--- config.mk ---
export PLATFORM = sky130hd
export DESIGN_NAME = jk_mod_counter
export DESIGN_NICKNAME = d
export VERILOG_FILES = /design/src/rtl/jk_pkg.sv /design/src/rtl/jk_cell.sv /design/src/rtl/jk_mod_counter.sv
export SDC_FILE = /design/constraint.sdc
export NUM_CORES = 1
export LEC_CHECK = 0
export ABC_AREA = 1
export CAP_MARGIN = 10
export CELL_PAD_IN_SITES_DETAIL_PLACEMENT = 1
export CELL_PAD_IN_SITES_GLOBAL_PLACEMENT = 1
export CORE_MARGIN = 2
export CORE_UTILIZATION = 26
export DETAILED_ROUTE_END_ITERATION = 6
export GPL_ROUTABILITY_DRIVEN = 0
export HOLD_SLACK_MARGIN = 0.08
export PLACE_DENSITY = 0.75
export SLEW_MARGIN = 20
export SYNTH_ARGS = -nofsm -noshare
export SYNTH_HDL_FRONTEND = slang
export SYNTH_SLANG_ARGS = --single-unit
--- constraint.sdc ---
create_clock -name clk -period 1.26 [get_ports clk]
set_input_delay 0.252 -clock clk [delete_from_list [all_inputs] [get_ports clk]]
set_output_delay 0.252 -clock clk [all_outputs]
set_load 0.01 [all_outputs]
--- src/rtl/jk_pkg.sv ---
// jk_pkg: shared types and helpers for the JK-cell based modulo counter.
//   jk_pair_t    - {j, k} excitation pair for one JK bit cell
//   jk_excite    - minimal-toggle excitation for one bit that must move from q to n
//   jk_max_count - terminal count (MODULUS-1) used to clamp loads and detect wraps
package jk_pkg;

    typedef struct packed {
        logic j;
        logic k;
    } jk_pair_t;

    localparam int unsigned DEFAULT_MODULUS = 10;

    // J only where the bit rises and K only where it falls, so nothing toggles
    // unnecessarily.
    function automatic jk_pair_t jk_excite(input logic n, input logic q);
        jk_pair_t p;
        p.j = n & ~q;
        p.k = ~n & q;
        return p;
    endfunction

    function automatic int unsigned jk_max_count(input int unsigned modulus);
        return modulus - 1;
    endfunction

endpackage

--- src/rtl/jk_cell.sv ---
// jk_cell: one JK storage bit with synchronous active-high clear.
// Ports:
//   clk - clock, state changes on posedge
//   clr - synchronous clear, forces q to 0
//   j   - set request
//   k   - reset request
//   q   - registered bit value
module jk_cell (
    input  logic clk,
    input  logic clr,
    input  logic j,
    input  logic k,
    output logic q
);

    logic q_q;

    always_ff @(posedge clk) begin
        if (clr) begin
            q_q <= 1'b0;
        end else begin
            q_q <= (j & ~q_q) | (~k & q_q);
        end
    end

    assign q = q_q;

endmodule

--- src/rtl/jk_mod_counter.sv ---
// jk_mod_counter: loadable, cascadable modulo-MODULUS up/down counter built from
// WIDTH JK bit cells driven by a combinational excitation stage.
// Build option: define JK_MOD_COUNTER_SAT_EN to saturate at the range ends
// instead of wrapping.
// Ports:
//   clk     - clock
//   clr     - synchronous active-high reset (highest priority)
//   en      - count enable
//   up      - direction, 1 = increment, 0 = decrement
//   ld      - synchronous parallel load (beats en)
//   d       - load value, clamped to MODULUS-1
//   q       - current count, registered
//   tc      - terminal count, combinational; drives en of the next stage
//   wrapped - sticky flag, set on a wrap or saturation hit, cleared by clr/ld
module jk_mod_counter
    import jk_pkg::*;
#(
    parameter int unsigned WIDTH   = 4,
    parameter int unsigned MODULUS = DEFAULT_MODULUS
) (
    input  logic             clk,
    input  logic             clr,
    input  logic             en,
    input  logic             up,
    input  logic             ld,
    input  logic [WIDTH-1:0] d,
    output logic [WIDTH-1:0] q,
    output logic             tc,
    output logic             wrapped
);

    localparam logic [WIDTH-1:0] MAX_COUNT = WIDTH'(jk_max_count(MODULUS));
    localparam logic [WIDTH-1:0] ONE       = WIDTH'(1);
    // One extra bit so MODULUS == 2**WIDTH still compares correctly.
    localparam logic [WIDTH:0]   MOD_EXT   = (WIDTH + 1)'(MODULUS);

    logic [WIDTH-1:0] n;
    jk_pair_t [WIDTH-1:0] ex;
    logic wrapped_q;

    assign tc = en & (up ? (q == MAX_COUNT) : (q == '0));

    always_comb begin
        n = q;
        if (clr) begin
            n = '0;
        end else if (ld) begin
            n = ({1'b0, d} >= MOD_EXT) ? MAX_COUNT : d;
        end else if (en) begin
`ifdef JK_MOD_COUNTER_SAT_EN
            if (up) begin
                n = (q == MAX_COUNT) ? MAX_COUNT : q + ONE;
            end else begin
                n = (q == '0) ? '0 : q - ONE;
            end
`else
            if (up) begin
                n = (q == MAX_COUNT) ? '0 : q + ONE;
            end else begin
                n = (q == '0) ? MAX_COUNT : q - ONE;
            end
`endif
        end
    end

    always_comb begin
        ex = '0;
        for (int i = 0; i < int'(WIDTH); i++) begin
            ex[i] = jk_excite(n[i], q[i]);
        end
    end

    for (genvar gi = 0; gi < int'(WIDTH); gi++) begin : g_cell
        jk_cell u_cell (
            .clk (clk),
            .clr (clr),
            .j   (ex[gi].j),
            .k   (ex[gi].k),
            .q   (q[gi])
        );
    end

    // en & tc with no clr/ld is exactly a wrap (or a saturating attempt).
    always_ff @(posedge clk) begin
        if (clr || ld) begin
            wrapped_q <= 1'b0;
        end else if (tc) begin
            wrapped_q <= 1'b1;
        end
    end

    assign wrapped = wrapped_q;

endmodule

Yosys cells after proc, flatten, opt, wreduce, memory -nomap -nowiden
Index checks and enable logic that the tools add are counted. Widths: inputs -> output; s select.

Bitwise operators: 33. Equal/unequal tests: 1. Order comparisons: 1. Muxes and demuxes: 8. Add/subtract/negate cells: 2. Reduce and logical (&&, ||, !) cells: 2.

Operators with widths (number): $mux 4 (7); $and 1x1->1 (17); $not 1->1 (12); $add 4x1->4 const B (1); $eq 4x4->1 const B (1); $ge 4x4->1 const B (1); $logic_not 4->1 (1); $or 1x1->1 (4); $sub 4x1->4 const B (1); $logic_or 1x1->1 (1); $mux 1 (1).

Output and inout bits: 6. Word-level logic and storage cells: 52. Register bits after elaboration: 5. Bits of input ports: 9.

Depth between registers and ports, before layout
Word-level depth: 11. Depth in mapped cells: 8. Depth with buffers taken out: 8.

By module
A second synthesis with hierarchy kept.

Cells, all modules: 101. Area total of the unflattened synthesis: 596.8 um^2.

Modules (own cells, without submodules): jk_mod_counter (area an instance 431.7 um^2, cells an instance 77, times used 1, sequential area each 20.0 um^2); jk_cell (area an instance 41.3 um^2, cells an instance 6, times used 4, sequential area each 20.0 um^2).

Worst setup path before layout
Ideal clock, no wire load.

Path type: register to output. Start point: register g_cell[0].u_cell.q_q. End point: output port tc. Data required time: 1008 ps. Setup slack: 36 ps. Stages on the path, launching flop included: 7. Arrival time: 972 ps. Path buffers: 0. Cells stage by stage: dfxtp_1 > inv_1 > ha_1 > nand2_1 > o21ai_1 > nand2_1 > inv_2.

Cells in the longest elaborated chain, start to end: 3. Elaborated cells between the ends (all ways): 4. Those cells by class: 1 x eq/ne; 1 x mux; 1 x bitwise; 1 x reduce/logical.

Ends and longest elaborated chain: start, declared (line jk_cell.sv:16) `logic q_q;`; start signal, assigned (line jk_cell.sv:22) `q_q <= (j & ~q_q) | (~k & q_q);`; $eq 4x4->1 / $logic_not 4->1 (equally long branches) (line jk_mod_counter.sv:41) `assign tc = en & (up ? (q == MAX_COUNT) : (q == '0));`; $mux 1 * (line jk_mod_counter.sv:41); $and 1x1->1 * (line jk_mod_counter.sv:41); end, declared (line jk_mod_counter.sv:28) `output logic tc,`.

Every way passes the cells marked *; elsewhere a longest branch is shown, timed or not.

Worst setup path after layout
Same ends and word-level chain as after synthesis.

==> run metrics <==
status finished with violations; failing checks negative setup slack; number of synthesized flops with an enable pin 0; cells along the critical path inv_4, ha_4, nand2_4, o21ai_2, nand2_1, inv_2, buf_6; number of unique standard cell types used by synthesis 20; Starting Density 0.275; largest family of logic cells by synthesized area simple AND/OR/NAND/NOR gates; WL/cell 12.8 microns; Pleak 0.429 nW; Final Cycle Share 1.16; synthesized netlist net count 87; Multi-input gate area 379 sq um; nature of the critical path endpoint output port; Synth Area in XOR/XNOR 0.0187; crit path DAT 1.21 ns; Clock Pin Slew Worst Setup and Hold Paths 0.05 ns; Worst Hold Depth 2; P per Cell Area 798 nW/um^2; Site Rows 15; post-synthesis simple-gate area fraction 0.325; Period minus WS final 1.46 ns; CP max stage cell dfxtp_4; total global routing track utilization 0.162; hold_sp wrapped; ANT cells 0; Die Wd 46.5 microns; Final setup viols 2; dpl hpwl 1110 microns; number of global-route vias before repair 591; mux cell area share after synthesis 0; vias post-DR 622; Final Hold Fails 0; synth-to-layout area growth 89.6%; core area 1710 sq um; max incr delay on CP 0.36 ns; Clock Sinks 5; Hold Path Class reg2reg; Residual DRC 0; FMAX 686 MHz; cell with the most instances after synthesis nand2_1; maximum level of the CTS H-tree 1; Mean Syn Cell Area 6.26 sq um; final worst slack -0.198 ns; max_cap viols 0; Max Slew Vio Count 0; clock group share of total power 0.274; RSZ-0062 raised after global routing true; critical path class reg2out; CP Buf/Inv Count 3; CTS Buf Count 3; grt total ovfl 0; Clock Latency Late Sink 0.25 ns; DIE HEIGHT 46.5 microns; maximum VDD drop 0.000411 V; DR vias/cell 4.68; CTS tree built; DRT antenna net count 0; FF+latch count, synth 5; pin count of the biggest net entering global routing 8; Gate power share 0.461; Slew headroom 0.844; IO Port Bufs 14; Top delay family on crit path flip-flops; cell taking the most area after synthesis dfxtp_1; area share of the largest cell type after synthesis 0.213; reg2reg start g_cell[0].u_cell.q; CTS Hold Bufs 0; Root Driver clkbuf_4; CP required 1.01 ns; Synth Area in Adders 0.0800; Net Switching 0.248 mW; total power 0.710 mW; crit start category register; DIE AREA 2160 sq um; DP Area 704 sq um; Worst Skew 0.00192 ns; FF/Latch Area 110 sq um; 1st-iter DRT viols 2; commonest cells in the netlist nand2_1, inv_1, a21oi_1; RR Endpoint g_cell[2].u_cell.q; nets@finish 121; critical-path maximum fanout 4; CTS Buffer Depth 2; cell-internal power 0.463 mW; share of cells above drive strength 1 0.491; FF-to-FF setup slack -0.06 ns; WHS Endpoint wrapped; Mapped Area 469 sq um; hold slack 0.482 ns; final instance area 890 sq um; Initial DRT Pass Iterations 2; Synthesis Warnings 0; top area cells in the synthesized netlist dfxtp_1, nand2_1, a21oi_1; Post-Synthesis Cells 75; IO Pins 15; reg2reg path depth 9; pre-CTS setup slack -0.628 ns; Fill cells 214; Async SR Flop Fraction 0; register share of total power 0.265; initial antenna violation count 0; Main synth FF type dfxtp_1; Detailed Route WL 1700 microns; worst-margin pin slew 0.232 ns; first-pass GRT wire length 2370 microns; switch share 0.349; register area share after synthesis 0.213; compound-cell area share of the yosys netlist 0.179
## what timing repair did
| item | CTS | global route |
|---|---|---|
| endpoints found under the setup margin | 10 | 10 |
| resized for setup | 33 | 22 |
| setup buffers | 2 | 7 |
| endpoints found under the hold margin | 0 | 0 |
| pin swaps | 7 | 11 |
## cell families after synthesis
group                    after synthesis
AND/OR/NAND/NOR                       34
buffers and inverters                 17
AO/OA/AOI/OAI                         15
flip-flops                             5
adder cells (fa/ha/maj)                3
XOR/XNOR                               1
## worst min-delay path: stages (launching register included)
cell and delay (ns):
dfxtp_1 0.32, nor2_4 0.07, nor2_1 0.04
## per-layer routing
layer / up-vias / part of all wire / global-route usage
met3: 5 / 0.032 / 0.0392
met5: - / 0 / 0
met2: 16 / 0.56 / 0.289
li1: 307 / - / -
met4: 0 / 0.027 / 0.109
met1: 294 / 0.38 / 0.164
## stage by stage
step | std cells | util | TNS (ns)
final | 133 | 0.521 | -0.255
after global routing | 133 | 0.521 | -0.454
after CTS | 128 | 0.467 | -0.225
after detailed placement | 123 | 0.412 | -1.61
after global placement | 123 | 0.412 | -1.47
after floorplan | 75 | - | 0
## final cells by class
class / instances / share of cell area
multi-input combinational: 53 / 0.426
sequential: 5 / 0.124
tap: 25 / 0.0352
clock buffer: 4 / 0.0295
timing repair buffer: 34 / 0.329
inverter: 12 / 0.0563
## layout by cell type, fill, tap and decap left out, types with 2 or more instances in the layout
| master | n |
|---|---|
| a21oi_2 | 2 |
| nand3_1 | 4 |
| inv_2 | 3 |
| dfxtp_4 | 2 |
| o21ai_1 | 2 |
| inv_1 | 7 |
| inv_4 | 2 |
| dfxtp_2 | 2 |
| nand3_2 | 3 |
| nand2_1 | 16 |
| buf_6 | 4 |
| a21oi_1 | 7 |
| buf_4 | 18 |
| clkbuf_4 | 3 |
| clkbuf_2 | 2 |
| nand4_1 | 2 |
| ha_4 | 3 |
| nor2_2 | 2 |
| clkdlybuf4s50_1 | 7 |
| nor2_1 | 3 |
## flip-flops by register name (all words and copies together), names as in the netlist
signal           count
g_cell.u_cell.q      4
wrapped              1
## power groups by stage
stage | registers [mW] | logic, mW | clock network, mW
floorplan | 0.187 | 0.124 | 0
global placement | 0.183 | 0.233 | 0
detailed placement | 0.184 | 0.242 | 0
CTS | 0.188 | 0.266 | 0.196
global route | 0.189 | 0.357 | 0.219
finish | 0.188 | 0.328 | 0.195
## worst max-delay path by stage
stage                  startpoint  to  slack (ns)  cells past startpoint
6_report       g_cell[0].u_cell.q  tc       -0.20                      7
5_1_grt        g_cell[0].u_cell.q  tc       -0.29                      7
4_1_cts        g_cell[0].u_cell.q  tc       -0.22                      7
3_5_place_dp                   up  tc       -0.63                      6
3_3_place_gp                   up  tc       -0.61                      6
2_1_floorplan  g_cell[0].u_cell.q  tc        0.04                      6
No activity file was read; power rests on OpenSTA's default activity.
